===== src/rtl/rcv_drain_ctrl_if.sv =====
// Bundles the rcv_block-facing and host-facing signals of the receive drain controller.
// The slave modport is the controller's view; the master modport drives it.
interface rcv_drain_ctrl_if #(
    parameter int DEPTH = 8,
    parameter int CNT_W = 8
);
    logic [7:0]               rx_data;
    logic                     data_ready;
    logic                     framing_error;
    logic                     overrun_error;
    logic                     data_read;
    logic                     pop;
    logic [7:0]               pop_data;
    logic                     empty;
    logic                     full;
    logic [$clog2(DEPTH):0]   count;
    logic                     clr_stats;
    logic [CNT_W-1:0]         frame_err_cnt;
    logic [CNT_W-1:0]         ovr_err_cnt;
    logic [CNT_W-1:0]         drop_cnt;

    modport slave (
        input  rx_data, data_ready, framing_error, overrun_error, pop, clr_stats,
        output data_read, pop_data, empty, full, count,
        output frame_err_cnt, ovr_err_cnt, drop_cnt
    );

    modport master (
        output rx_data, data_ready, framing_error, overrun_error, pop, clr_stats,
        input  data_read, pop_data, empty, full, count,
        input  frame_err_cnt, ovr_err_cnt, drop_cnt
    );
endinterface


===== src/rtl/rcv_drain_ctrl.sv =====
// Autonomously drains rcv_block into a show-ahead FIFO, acknowledges each byte with a
// one-cycle data_read pulse, and keeps saturating error/drop statistics.
module rcv_drain_ctrl #(
    parameter int DEPTH = 8,
    parameter int CNT_W = 8
) (
    input  logic             clk,
    input  logic             rst,
    rcv_drain_ctrl_if.slave  bus
);
    localparam int PTR_W = $clog2(DEPTH);
    localparam int CW    = PTR_W + 1;
    localparam logic [CW-1:0]    FULL_CNT = CW'(DEPTH);
    localparam logic [CNT_W-1:0] CNT_MAX  = {CNT_W{1'b1}};

    typedef enum logic [1:0] {IDLE, CAPTURE, ACK, WAIT_CLR} state_t;

    state_t             r_state;
    logic               r_dataRead;
    logic [7:0]         r_mem [DEPTH];
    logic [PTR_W-1:0]   r_wrPtr;
    logic [PTR_W-1:0]   r_rdPtr;
    logic [CW-1:0]      r_count;
    logic               r_frameErrQ;
    logic               r_ovrErrQ;
    logic [CNT_W-1:0]   r_frameCnt;
    logic [CNT_W-1:0]   r_ovrCnt;
    logic [CNT_W-1:0]   r_dropCnt;

    logic w_empty;
    logic w_full;
    logic w_pop;
    logic w_push;
    logic w_drop;

    assign w_empty = (r_count == '0);
    assign w_full  = (r_count == FULL_CNT);
    assign w_pop   = bus.pop && !w_empty;
    // A full FIFO still accepts the byte when the host frees a slot in the same cycle.
    assign w_push  = (r_state == CAPTURE) && (!w_full || w_pop);
    assign w_drop  = (r_state == CAPTURE) && !w_push;

    function automatic logic [CNT_W-1:0] satInc(input logic [CNT_W-1:0] v);
        return (v == CNT_MAX) ? v : v + CNT_W'(1);
    endfunction

    always_ff @(posedge clk or posedge rst) begin
        if (rst) begin
            r_state    <= IDLE;
            r_dataRead <= 1'b0;
        end else begin
            case (r_state)
                IDLE: begin
                    r_dataRead <= 1'b0;
                    if (bus.data_ready) r_state <= CAPTURE;
                end
                CAPTURE: begin
                    r_dataRead <= 1'b0;
                    r_state    <= ACK;
                end
                ACK: begin
                    r_dataRead <= 1'b1;
                    r_state    <= WAIT_CLR;
                end
                WAIT_CLR: begin
                    r_dataRead <= 1'b0;
                    if (!bus.data_ready) r_state <= IDLE;
                end
                default: begin
                    r_dataRead <= 1'b0;
                    r_state    <= IDLE;
                end
            endcase
        end
    end

    always_ff @(posedge clk or posedge rst) begin
        if (rst) begin
            for (int i = 0; i < DEPTH; i++) r_mem[i] <= 8'h00;
            r_wrPtr <= '0;
            r_rdPtr <= '0;
            r_count <= '0;
        end else begin
            if (w_push) begin
                r_mem[r_wrPtr] <= bus.rx_data;
                r_wrPtr        <= r_wrPtr + PTR_W'(1);
            end
            if (w_pop) r_rdPtr <= r_rdPtr + PTR_W'(1);
            case ({w_push, w_pop})
                2'b10:   r_count <= r_count + CW'(1);
                2'b01:   r_count <= r_count - CW'(1);
                default: r_count <= r_count;
            endcase
        end
    end

    // Edge detectors keep tracking during a clear so a flag already high is not counted later.
    always_ff @(posedge clk or posedge rst) begin
        if (rst) begin
            r_frameErrQ <= 1'b0;
            r_ovrErrQ   <= 1'b0;
            r_frameCnt  <= '0;
            r_ovrCnt    <= '0;
            r_dropCnt   <= '0;
        end else begin
            r_frameErrQ <= bus.framing_error;
            r_ovrErrQ   <= bus.overrun_error;
            if (bus.clr_stats) begin
                r_frameCnt <= '0;
                r_ovrCnt   <= '0;
                r_dropCnt  <= '0;
            end else begin
                if (bus.framing_error && !r_frameErrQ) r_frameCnt <= satInc(r_frameCnt);
                if (bus.overrun_error && !r_ovrErrQ)   r_ovrCnt   <= satInc(r_ovrCnt);
                if (w_drop)                            r_dropCnt  <= satInc(r_dropCnt);
            end
        end
    end

    assign bus.data_read     = r_dataRead;
    assign bus.pop_data      = r_mem[r_rdPtr];
    assign bus.empty         = w_empty;
    assign bus.full          = w_full;
    assign bus.count         = r_count;
    assign bus.frame_err_cnt = r_frameCnt;
    assign bus.ovr_err_cnt   = r_ovrCnt;
    assign bus.drop_cnt      = r_dropCnt;
endmodule


===== src/flat_wrapper.sv =====
// flat-port wrapper written by rule: the top's interface ports become plain ports
module rcv_drain_ctrl_flat 
#(
    parameter int DEPTH = 8,
    parameter int CNT_W = 8
)
  (clk, rst, bus_rx_data, bus_data_ready, bus_framing_error, bus_overrun_error, bus_pop, bus_clr_stats, bus_data_read, bus_pop_data, bus_empty, bus_full, bus_count, bus_frame_err_cnt, bus_ovr_err_cnt, bus_drop_cnt);
  rcv_drain_ctrl_if #(.DEPTH(DEPTH), .CNT_W(CNT_W)) bus_i ();
  input  logic clk;
  input  logic rst;
  input wire logic [$bits(bus_i.rx_data)-1:0] bus_rx_data;
  input wire logic [$bits(bus_i.data_ready)-1:0] bus_data_ready;
  input wire logic [$bits(bus_i.framing_error)-1:0] bus_framing_error;
  input wire logic [$bits(bus_i.overrun_error)-1:0] bus_overrun_error;
  input wire logic [$bits(bus_i.pop)-1:0] bus_pop;
  input wire logic [$bits(bus_i.clr_stats)-1:0] bus_clr_stats;
  output wire logic [$bits(bus_i.data_read)-1:0] bus_data_read;
  output wire logic [$bits(bus_i.pop_data)-1:0] bus_pop_data;
  output wire logic [$bits(bus_i.empty)-1:0] bus_empty;
  output wire logic [$bits(bus_i.full)-1:0] bus_full;
  output wire logic [$bits(bus_i.count)-1:0] bus_count;
  output wire logic [$bits(bus_i.frame_err_cnt)-1:0] bus_frame_err_cnt;
  output wire logic [$bits(bus_i.ovr_err_cnt)-1:0] bus_ovr_err_cnt;
  output wire logic [$bits(bus_i.drop_cnt)-1:0] bus_drop_cnt;
  assign bus_i.rx_data = bus_rx_data;
  assign bus_i.data_ready = bus_data_ready;
  assign bus_i.framing_error = bus_framing_error;
  assign bus_i.overrun_error = bus_overrun_error;
  assign bus_i.pop = bus_pop;
  assign bus_i.clr_stats = bus_clr_stats;
  assign bus_data_read = bus_i.data_read;
  assign bus_pop_data = bus_i.pop_data;
  assign bus_empty = bus_i.empty;
  assign bus_full = bus_i.full;
  assign bus_count = bus_i.count;
  assign bus_frame_err_cnt = bus_i.frame_err_cnt;
  assign bus_ovr_err_cnt = bus_i.ovr_err_cnt;
  assign bus_drop_cnt = bus_i.drop_cnt;
  rcv_drain_ctrl #(.DEPTH(DEPTH), .CNT_W(CNT_W)) u_core (.clk(clk), .rst(rst), .bus(bus_i));
endmodule

===== config.mk =====
export PLATFORM = sky130hd
export DESIGN_NAME = rcv_drain_ctrl_flat
export DESIGN_NICKNAME = d
export VERILOG_FILES = /design/src/rtl/rcv_drain_ctrl_if.sv /design/src/rtl/rcv_drain_ctrl.sv /design/src/flat_wrapper.sv
export SDC_FILE = /design/constraint.sdc
export NUM_CORES = 1
export LEC_CHECK = 0
export BUFFER_PORTS_ARGS = -buffer_cell sky130_fd_sc_hd__buf_2
export CAP_MARGIN = 20
export CORE_MARGIN = 8
export CORE_UTILIZATION = 40
export DETAILED_ROUTE_END_ITERATION = 8
export GPL_TIMING_DRIVEN = 1
export PLACE_DENSITY = 0.55
export SYNTH_ARGS = -nofsm -noshare
export SYNTH_HDL_FRONTEND = slang
export SYNTH_SLANG_ARGS = --single-unit
export TNS_END_PERCENT = 30

===== constraint.sdc =====
create_clock -name clk -period 6.9 [get_ports clk]
set_input_delay 0.345 -clock clk [delete_from_list [all_inputs] [get_ports clk]]
set_output_delay 0.345 -clock clk [all_outputs]
set_load 0.02 [all_outputs]

==> impl_metrics.yaml <==
clocking:
  cts_resized: 0
  cts_tree: "done"
  ctsHoldBuffers: 0
  cts_sinks: 103
  cts_setup_buffers: 0
  root_buffer: "clkbuf_16"
  numCtsBuffers: 9
  htree_levels: 3
  clkLatencyLatePin_ns: 0.35
  cts.path.max_buffers: 2
  clk_pin_slew_ns: 0.07
place:
  port_buffers: 53
  place_area_sq_um: 5330
  gp_congestion: 0.777
  dp_hpwl_microns: 6720
  placed_cells: 555
critical_path:
  cp.arrival_ns: 2.93
  cp.required_ns: 7.13
  critPathTopFamily: "compound AO/OA/AOI/OAI gates"
  slowest_delay_ns: 0.44
  cpMostUsedCell: "ha_1"
  path_cells: "inv_1 > ha_1 > a21boi_2 > inv_2 > ha_1 > ha_1 > a21o_1 > a2111oi_0 > nand4b_1 > nand3_1"
  path_buf_inv: 2
  cp_slowest_cell: "a2111oi_0"
  critical_path.startpoint: "u_core.r_state[1]"
  start_kind: "register"
  r2r_start: "u_core.r_state[1]"
  cp_max_fo: 9
  worstSetupPathType: "reg -> reg"
  end_kind: "register"
timing:
  slew_viol_final: 0
  fmax_ghz: 0.370
  rsz0062_at_grt: "false"
  post-route-min-period_ns: 2.70
  clock_skew_ns: 0.00634
  fin_tns_setup_ns: 0
  tightestPinTransition_ns: 1.03
  slew_headroom_pct: 31.1
  period_share_pct: 39.1
  hold_violations: 0
  setup_viol: 0
yosys:
  avgSynthCellArea_sq_um: 13.4
  syn_area_sq_um: 4920
  ys_seq_area_share_pct: 52.3
  ys_seq_elements: 103
  synth.distinct_cells: 39
  yosys_warnings: 0
  synthCells: 368
  synth_fp_nets: 397
cells_and_area:
  stdcell_count: 570
  drive_above_1_share_pct: 35.9
  nNetsFinal: 448
  stdcell_area_sq_um: 5650
  most-common-layout-cells: "dfrtp_1 (103), mux2_2 (56), buf_2 (53)"
  final_common_cell: "dfrtp_1"
  antenna_cells: 0
  postLayoutCoreUtil_pct: 47.1
  area_growth_pct: 14.8
routing:
  num_vias: 3111
  via_per_inst: 5.46
  drt_iter0_drc: 180
  dr.pass1.iters: 4
  ant_nets: 0
  drcViolationCount: 0
  routed_wl_microns: 10200
  wl_per_cell_microns: 18.0
pwr:
  peakVddDrop_mv: 0.190
  p_leak_uw: 0.00265
  powerDensity_nw_per_um2: 438
outcome:
  status: "complete, no violations"
grt:
  grt_pass1_wl_microns: 17300
  grt.overflow.total: 0
  grt_max_degree: 55
  antenna_found_initial: 0
  grt_usage_pct: 13.7
  grt_pass1_vias: 3305
floorplanning:
  initial_core_util_pct: 41.0
  die_w_microns: 127
  die_h_microns: 127
  ios: 54
  core_area_sq_um: 12000
  rows: 40
  die_area_sq_um: 16100
run:
  drv_cap: 0
worst_hold_path:
  hp-class: "in -> async"
worst register-to-register path: stages, from the launching register on:
cell and delay (ns):
dfrtp_1 0.39, inv_1 0.12, ha_1 0.17, a21boi_2 0.35
inv_2 0.12, ha_1 0.27, ha_1 0.28, a21o_1 0.21
a2111oi_0 0.44, nand4b_1 0.17, nand3_1 0.06
cell usage after synthesis:
library cell    n  area share [%]
a21oi_1        11             1.1
inv_2           1           0.076
a21o_1          1            0.15
mux4_2         16             7.3
dfrtp_1       103              52
or4b_1          2            0.41
o31ai_1         3            0.46
mux2_2         56              13
clkbuf_1       10            0.76
o211ai_1        6            0.91
buf_2           2            0.20
xnor2_1         5            0.89
nand2_1        16             1.2
nand2b_1        3            0.38
buf_4           2            0.30
or3_1           7            0.89
or4_1           4            0.61
mux2_1          8             1.8
a21boi_2        1            0.23
a2111oi_0       1            0.18
o2111ai_1       1            0.18
xor2_1         10             1.8
mux2i_1         7             1.4
nand3_1         9            0.91
fa_1            1            0.41
nor3_1          1            0.10
buf_1           1           0.076
mux2_4          8             2.4
nand4_1         6            0.76
nor2_1         16             1.2
o21ai_0        13             1.3
nor4_1          1            0.13
nor2b_1         2            0.25
and3_1          6            0.76
nand4b_1        4            0.71
ha_1           13             3.3
nor4b_2         1            0.30
inv_1           9            0.69
nand3b_1        1            0.15
through the flow:
stage / hold WS [ns] / worst slack, ns / power [uW]
2_1_floorplan: 0.376 / 3.85 / 1700
3_3_place_gp: 0.462 / 4.34 / 1900
3_5_place_dp: 0.467 / 4.21 / 1940
4_1_cts: 0.0992 / 4.19 / 2520
5_1_grt: 0.0973 / 4.00 / 2650
6_report: 0.0799 / 4.20 / 2470
power breakdown:
group	internal [uW]	total (uW)	leakage, uW	switching, uW
Combinational	502	906	0.00118	404
Sequential	830	1000	0.00131	171
Clock	352	567	0.000160	215
registers in the layout, indices dropped and copies added, names as in the netlist, 2 cells and up:
name and cells:
u_core.bus.count 4, u_core.bus.drop_cnt 8, u_core.bus.frame_err_cnt 8, u_core.bus.ovr_err_cnt 8
u_core.r_mem 64, u_core.r_rdPtr 3, u_core.r_state 2, u_core.r_wrPtr 3
kinds of logic after synthesis:
| kind of cell | Yosys count | share of synthesized area, % |
|---|---|---|
| xor gates and xnor gates | 15 | 2.67 |
| and+or+nand+nor | 79 | 8.82 |
| buffers and inverters | 25 | 2.11 |
| AOI/OAI and AO/OA | 37 | 4.55 |
| muxes | 95 | 25.8 |
| DFF | 103 | 52.3 |
| adders and majority gates | 14 | 3.71 |
path summary, 6_finish.rpt:
| kind | slack, ns | cells past startpoint | endpoint |
|---|---|---|---|
| max in group asynchronous | 5.69 | 3 | u_core.r_mem[60] |
| worst min register to register | 0.49 | 1 | u_core.r_mem[42] |
| worst max-delay path | 4.20 | 10 | u_core.bus.count[3] |
| min in group clk | 0.11 | 1 | u_core.r_ovrErrQ |
| worst max register to register | 4.20 | 10 | u_core.bus.count[3] |
| worst min-delay path | 0.08 | 2 | u_core.bus.drop_cnt[1] |
layout make-up:
type	count	area [sq um]
fillers	1126	6360
flip-flops and latches	103	2580
multi-input cells	240	2240
repair buffers	55	280
clock buffers	11	233
well taps	147	184
clock inverters	4	95.1
inverters	10	40.0
per-layer routing:
layer | share of wire, % | up-vias | global-route usage, %
met5 | 0 | - | 0
met4 | 0.69 | 0 | 2.94
met3 | 6.2 | 5 | 5.57
met2 | 47 | 69 | 21.4
met1 | 46 | 1579 | 17.5
li1 | - | 1458 | -
Power figures use the tool's default switching activity.
